File: src/rtl/bcd_serial_add_ctrl.sv
// Digit-serial BCD adder sequencer: one shared digit slice walks the operands LSD first.
// Optional invalid-digit flag is built when BCD_DIGIT_CHECK_EN is defined; otherwise err is tied low.
module bcd_serial_add_ctrl #(
    parameter int DIGITS = 4
) (
    input  logic                  clk,
    input  logic                  rst,
    input  logic                  in_valid,
    output logic                  in_ready,
    input  logic [4*DIGITS-1:0]   a,
    input  logic [4*DIGITS-1:0]   b,
    input  logic                  cin,
    output logic                  out_valid,
    input  logic                  out_ready,
    output logic [4*DIGITS-1:0]   sum,
    output logic                  cout,
    output logic                  err
);

    localparam int CW = (DIGITS > 1) ? $clog2(DIGITS) : 1;
    localparam logic [CW-1:0] LAST = CW'(DIGITS - 1);
    localparam logic [CW-1:0] ONE  = CW'(1);

    typedef enum logic [1:0] {
        IDLE = 2'd0,
        RUN  = 2'd1,
        DONE = 2'd2
    } state_t;

    state_t                state_r;
    state_t                state_s;
    logic [CW-1:0]         cnt_r;
    logic                  carry_r;
    logic                  cout_r;
    logic [4*DIGITS-1:0]   a_r;
    logic [4*DIGITS-1:0]   b_r;
    logic [4*DIGITS-1:0]   sum_r;
    logic [CW+1:0]         idx_s;
    logic [4:0]            slice_s;

    // Single-digit BCD slice: {carry, digit}; values above 9 are corrected by +6 mod 16.
    function automatic logic [4:0] digit_add(input logic [3:0] x, input logic [3:0] y, input logic c);
        logic [4:0] t;
        logic [4:0] adj;
        t   = {1'b0, x} + {1'b0, y} + {4'b0000, c};
        adj = t + 5'd6;
        if (t > 5'd9) begin
            digit_add = {1'b1, adj[3:0]};
        end else begin
            digit_add = {1'b0, t[3:0]};
        end
    endfunction

`ifdef BCD_DIGIT_CHECK_EN
    logic err_r;

    function automatic logic has_bad_digit(input logic [4*DIGITS-1:0] v);
        logic f;
        f = 1'b0;
        for (int i = 0; i < DIGITS; i++) begin
            if (v[4*i +: 4] > 4'd9) begin
                f = 1'b1;
            end
        end
        has_bad_digit = f;
    endfunction

    // Flag captured at accept time and held until the next accept or reset.
    always_ff @(posedge clk) begin
        if (rst) begin
            err_r <= 1'b0;
        end else if (state_r == IDLE && in_valid) begin
            err_r <= has_bad_digit(a) | has_bad_digit(b);
        end
    end

    assign err = err_r;
`else
    assign err = 1'b0;
`endif

    // State register.
    always_ff @(posedge clk) begin
        if (rst) begin
            state_r <= IDLE;
        end else begin
            state_r <= state_s;
        end
    end

    // Next-state decode.
    always_comb begin
        state_s = state_r;
        case (state_r)
            IDLE: begin
                if (in_valid) begin
                    state_s = RUN;
                end else begin
                    state_s = IDLE;
                end
            end
            RUN: begin
                if (cnt_r == LAST) begin
                    state_s = DONE;
                end else begin
                    state_s = RUN;
                end
            end
            DONE: begin
                if (out_ready) begin
                    state_s = IDLE;
                end else begin
                    state_s = DONE;
                end
            end
            default: state_s = IDLE;
        endcase
    end

    // Current digit selection feeding the shared slice.
    always_comb begin
        idx_s   = {cnt_r, 2'b00};
        slice_s = digit_add(a_r[idx_s +: 4], b_r[idx_s +: 4], carry_r);
    end

    // Operand capture and per-digit accumulation.
    always_ff @(posedge clk) begin
        if (rst) begin
            cnt_r   <= '0;
            carry_r <= 1'b0;
            cout_r  <= 1'b0;
            a_r     <= '0;
            b_r     <= '0;
            sum_r   <= '0;
        end else begin
            case (state_r)
                IDLE: begin
                    if (in_valid) begin
                        a_r     <= a;
                        b_r     <= b;
                        carry_r <= cin;
                        cnt_r   <= '0;
                        sum_r   <= '0;
                    end
                end
                RUN: begin
                    sum_r[idx_s +: 4] <= slice_s[3:0];
                    carry_r           <= slice_s[4];
                    cnt_r             <= cnt_r + ONE;
                    if (cnt_r == LAST) begin
                        cout_r <= slice_s[4];
                    end
                end
                default: begin
                end
            endcase
        end
    end

    assign in_ready  = (state_r == IDLE);
    assign out_valid = (state_r == DONE);
    assign sum       = sum_r;
    assign cout      = cout_r;

endmodule

File: config.mk
export PLATFORM = sky130hd
export DESIGN_NAME = bcd_serial_add_ctrl
export DESIGN_NICKNAME = d
export VERILOG_FILES = /design/src/rtl/bcd_serial_add_ctrl.sv
export SDC_FILE = /design/constraint.sdc
export NUM_CORES = 1
export LEC_CHECK = 0
export BUFFER_PORTS_ARGS = -buffer_cell sky130_fd_sc_hd__clkbuf_2
export CAP_MARGIN = 10
export CORE_ASPECT_RATIO = 1.2
export CORE_MARGIN = 1.5
export CORE_UTILIZATION = 32
export DETAILED_ROUTE_END_ITERATION = 6
export SLEW_MARGIN = 10
export SYNTH_ARGS = -nofsm -noshare
export SYNTH_HDL_FRONTEND = slang
export SYNTH_SLANG_ARGS = --single-unit
File: constraint.sdc
create_clock -name clk -period 3.6 [get_ports clk]
set_input_delay 0.18 -clock clk [delete_from_list [all_inputs] [get_ports clk]]
set_output_delay 0.18 -clock clk [all_outputs]
set_load 0.01 [all_outputs]
# Yosys cells after proc, flatten, opt, wreduce, memory -nomap -nowiden
# Index checks and enable logic that the tools add are counted.
[totals]
register_bits = 54
inputBits = 37
out_inout_bits = 20
wordCells = 38
[op_classes]
add_sub_neg = 5
n_lt_le_gt_ge = 1
n_eq_ne = 4
shifts = 4
muxes = 12
n_reduce_logical = 5
[ops]
columns = ["op", "count"]
rows = [
  ["$pmux 16 s2", 1],
  ["$shiftx 16x5->4", 2],
  ["$bwmux 16", 1],
  ["$mux 16", 1],
  ["$shift 4x6->16 const A", 1],
  ["$shiftx 4x6->16", 1],
  ["$mux 2", 3],
  ["$neg 4->6", 1],
  ["$pmux 2 s3", 1],
  ["$reduce_and 2->1", 3],
  ["$add 4x4->5", 1],
  ["$add 5x1->5", 1],
  ["$gt 5x4->1 const B", 1],
  ["$mux 5", 1],
  ["$add 4x3->4 const B", 1],
  ["$eq 2x2->1 const B", 2],
  ["$pmux 2 s2", 1],
  ["$add 2x1->2 const B", 1],
  ["$eq 2x1->1 const B", 1],
  ["$logic_not 2->1", 1],
  ["$mux 1", 2],
  ["$ne 2x2->1 const B", 1],
  ["$pmux 1 s2", 1],
  ["$reduce_bool 2->1", 1],
]

# Depth between registers and ports, before layout
[depth]
ltp_word = 8
depth_mapped = 12
mapped_depth_nobuf = 10

# Worst setup path after synthesis
# OpenSTA, ideal clock, no wires.
[synth_timing]
path_type = "flip-flop to flip-flop"
from = "reg cnt_r[0]"
to = "reg sum_r[10] (netlist: sum[10])"
setup_ns = 0.084
t_arrival_ns = 3.764
required_ns = 3.516
slack_ns = -0.249
path_stages_with_launch = 13
path_buffers = 2
synth_period_minus_slack_ns = 3.849
path_cell_list = "dfxtp_1 buf_2 mux4_2 fa_1 fa_1 buf_2 inv_1 ha_1 nor2b_1 a31o_4 o31ai_4 mux2_4 o31ai_2"
[synth_via]
elab_chain_cells = 8
word_cells_on_any_way = 12
cone_classes = "4 x add/sub; 1 x order compare; 4 x shift; 3 x mux"
[synth_rtl]
columns = ["item", "line_no", "rtl"]
rows = [
  ["start: declaration", "32", "logic [CW-1:0] cnt_r;"],
  ["start signal: assignment", "149", "cnt_r <= cnt_r + ONE;"],
  ["$shiftx 16x5->4", "123", "slice_s = digit_add(a_r[idx_s +: 4], b_r[idx_s +: 4], carry_r);"],
  ["$add 4x4->5", "45", "t = {1'b0, x} + {1'b0, y} + {4'b0000, c};"],
  ["$add 5x1->5", "45", ""],
  ["$add 4x3->4 or $gt 5x4->1 (tied branches)", "46, 47", ""],
  ["$mux 5", "47", "if (t > 5'd9) begin"],
  ["$shiftx 4x6->16", "147", "sum_r[idx_s +: 4] <= slice_s[3:0];"],
  ["$bwmux 16 (*)", "147", ""],
  ["$pmux 16 s2 (*)", "136", "case (state_r)"],
  ["end signal: indexed assignment", "147", ""],
  ["end: declaration", "37", "logic [4*DIGITS-1:0] sum_r;"],
]
# Every way passes the cells marked *; elsewhere a longest branch is shown, timed or not.
# A chain may end at the register's enable or synchronous reset.

# Final worst setup path
[layout_timing]
from = "reg cnt_r[0]"
to = "reg sum_r[2] (netlist: sum[2])"
# Same word-level chain as after synthesis.

==> metrics <==
gr ovfl total=0; cell taking the most area after synthesis=dfxtp_1; CP max FO=7; CP endpoint kind=flop; Hold Violations, Final=0; Final Util=39.1%; # IOs=57; clock latency on the worst-skew pair=about 0.3 ns; router iterations before antenna repair=4; Synth async-reset ratio=0%; Yosys cell types=between 40 and 50; ANT cells=0; DPL Wire Length=approximately 4600 um; final worst slack=approximately 0.14 ns; clock transition at the registers of the reported paths=~0.10 ns; pre-CTS setup slack=between 0.04 and 0.05 ns; Max-Slew Margin vs Limit=approximately 28%; Routed WL=roughly 6300 um; Fmax=about 0.29 GHz; clock root buffer=clkbuf_8; Die ar.=between 0.008 and 0.009 mm2; cts hold-fix bufs=0; WP data arrival=roughly 3.7 ns; initial antenna violation count=0; Seq/Total Area, Yosys=between 40% and 50%; Post-Syn Nets=about 360; Top FF cell, synth=dfxtp_1; Bufs and invs on worst path=1; starting density of the core=about a third; status=finished clean; clock sinks=54; crit-path cells=mux4_2 > fa_2 > fa_2 > inv_1 > ha_1 > nor2b_1 > a31o_4 > o31ai_4 > mux2_4 > o31ai_2; PD cells=between 400 and 500 mW/mm2; Final Wtd Congestion=a little over 0.8; final period utilization=96.1%; Nets=a little over 400; most frequent CP cell=fa_2; Syn. warnings=0; global-route usage over all layers=between 10% and 20%; vias=2294; violation count after the first detailed-route iteration=between 100 and 150; Die W=just under 90 um; Synth top cells by count=nand2_1 (81), dfxtp_1 (54), a21oi_1 (46), nor2_1 (14), clkbuf_1 (11); CTS buffer count=5; leakage power=~1.3 nW; number of synthesized flops with an enable pin=0; Tmin final=about 3.5 ns; Final Instance Count excl. Fillers=between 400 and 500; Final setup viols=0; total chip power=1.30 mW; Startpoint Class=flop; main area contributors after synthesis=dfxtp_1 (40%), nand2_1 (11%), a21oi_1 (8.6%); level count of the clock H-tree=2; Final ANT Viol Nets=0; fraction of layout cells with a size suffix above 1=about 27%; crit-path max cell delay=roughly 0.54 ns; cell with the most instances after synthesis=nand2_1; Tightest Hold Check Type=in2reg; max-slew violation count=0; Worst EP required=between 3 and 4 ns; drt wl/cell=about 14 um; synthesized area per cell=8.59 um2; synth-to-layout area growth=18.5%; CTS tree=yes; worst vdd ir=between 0.2 and 0.25 mV; Post-Layout Inst Area=between 0.003 and 0.004 mm2; global-route wire length before repair=10500 um; Seq cells post-synth=54; critical path's top delay family=adder cells; max cap viols=0; row cnt=36; DRC violations left=0; # port buffers=55; CTS Buffer Depth=2; vias in the first global route=2156; Placed Area=between 0.003 and 0.004 mm2; pin count of the biggest net entering global routing=59; Synth Cell Area=0.00267 mm2; vias per cell=~5; Core Footprint=0.00811 mm2; clk_skew=0.00660 ns; CP max stage cell=fa_2; Worst Tran Pin Value=about 1.1 ns; chip height=around 100 um; Syn Inst Count=311; Setup CP Type=reg2reg; Synth top area share=about two fifths; Post-Place Cells=about 450
## routing by layer
layer	vias to the layer above	GRT usage, %	part of all wire (%)
met2	47	25.8	51
li1	1184	-	-
met3	7	2.56	3.3
met5	-	0	0
met4	0	3.85	1.0
met1	1056	19.1	44
## through the flow
step / hold WS [ns] / TNS, ns
2_1_floorplan: 0.316 / 0
3_3_place_gp: 0.406 / 0
3_5_place_dp: 0.409 / 0
4_1_cts: 0.0760 / 0
5_1_grt: 0.0745 / -0.00539
6_report: 0.0811 / 0
## layout make-up
type                            instances  area (um2)
Fill cell                             868        4940
Multi-Input combinational cell        229        1480
Sequential cell                        54        1080
Timing Repair Buffer                   67         365
Tap cell                               95         119
Clock buffer                            6        82.6
Inverter                                6        22.5
Clock inverter                          2        15.0
## timing repair
item	4_1_cts	5_1_grt
endpoints found under the setup margin	0	4
gates resized for setup	0	1
buffers inserted	0	6
## registers in the layout, indices dropped and copies added (netlist names)
signal and count:
a_r 16, b_r 16, carry_r 1, cnt_r 2, cout 1, state_r 2
sum 16
## cells by family after synthesis
| logic type | count (synthesis) | synth area share (%) |
|---|---|---|
| DFF | 54 | 40.4 |
| xor gates and xnor gates | 1 | 0.609 |
| buffers and inverters | 28 | 4.49 |
| and+or+nand+nor | 131 | 22.0 |
| AOI/OAI and AO/OA | 76 | 19.2 |
| muxes | 10 | 7.82 |
| other | 1 | 0.140 |
| adders and majority gates | 10 | 5.24 |
## power breakdown
group          switching, mW  internal [mW]  leakage [nW]
combinational          0.169          0.125         0.817
sequential            0.0195          0.625         0.442
clock                  0.201          0.159        0.0521
## cell usage in the layout (no fill, tap or decap), drive strengths merged
cell    Yosys  routed
nand3       4       4
a32oi       4       4
and3        5       5
clkbuf     11      60
a21o        4       4
nand3b      1       1
inv         6       8
xnor2       1       1
a31o        1       1
nor4bb      1       1
or3         1       1
mux2        1       1
or2         1       1
nand2b      7       7
nand4       1       1
a21oi      48      48
dfxtp      54      54
fa          2       2
nand2      81      81
mux4        8       8
and2        1       1
o31ai       9       9
a41oi       2       2
a211oi      1       1
a22oi       3       3
mux2i       1       1
buf        11      13
ha          8       8
conb        1       1
a221oi      2       2
o32ai       2       2
nor3        8       8
nor2b       5       5
and4        1       1
nor2       14      14
## tightest hold or removal path: stages
cell and delay (ns):
clkbuf_2 0.08, nand2_1 0.04, a21oi_1 0.05
## final timing paths
check | from | to | slack, ns | cells past startpoint
worst max-delay path | cnt_r[0]$_SDFFE_PP0P_ | sum[2]$_SDFFE_PP0P_ | 0.14 | 10
worst min-delay path | b[9] | b_r[9]$_SDFFE_PP0P_ | 0.08 | 3
worst max register to register | cnt_r[0]$_SDFFE_PP0P_ | sum[2]$_SDFFE_PP0P_ | 0.14 | 10
worst min register to register | a_r[11]$_SDFFE_PP0P_ | a_r[11]$_SDFFE_PP0P_ | 0.46 | 2
(Power assumes the default switching activity.)
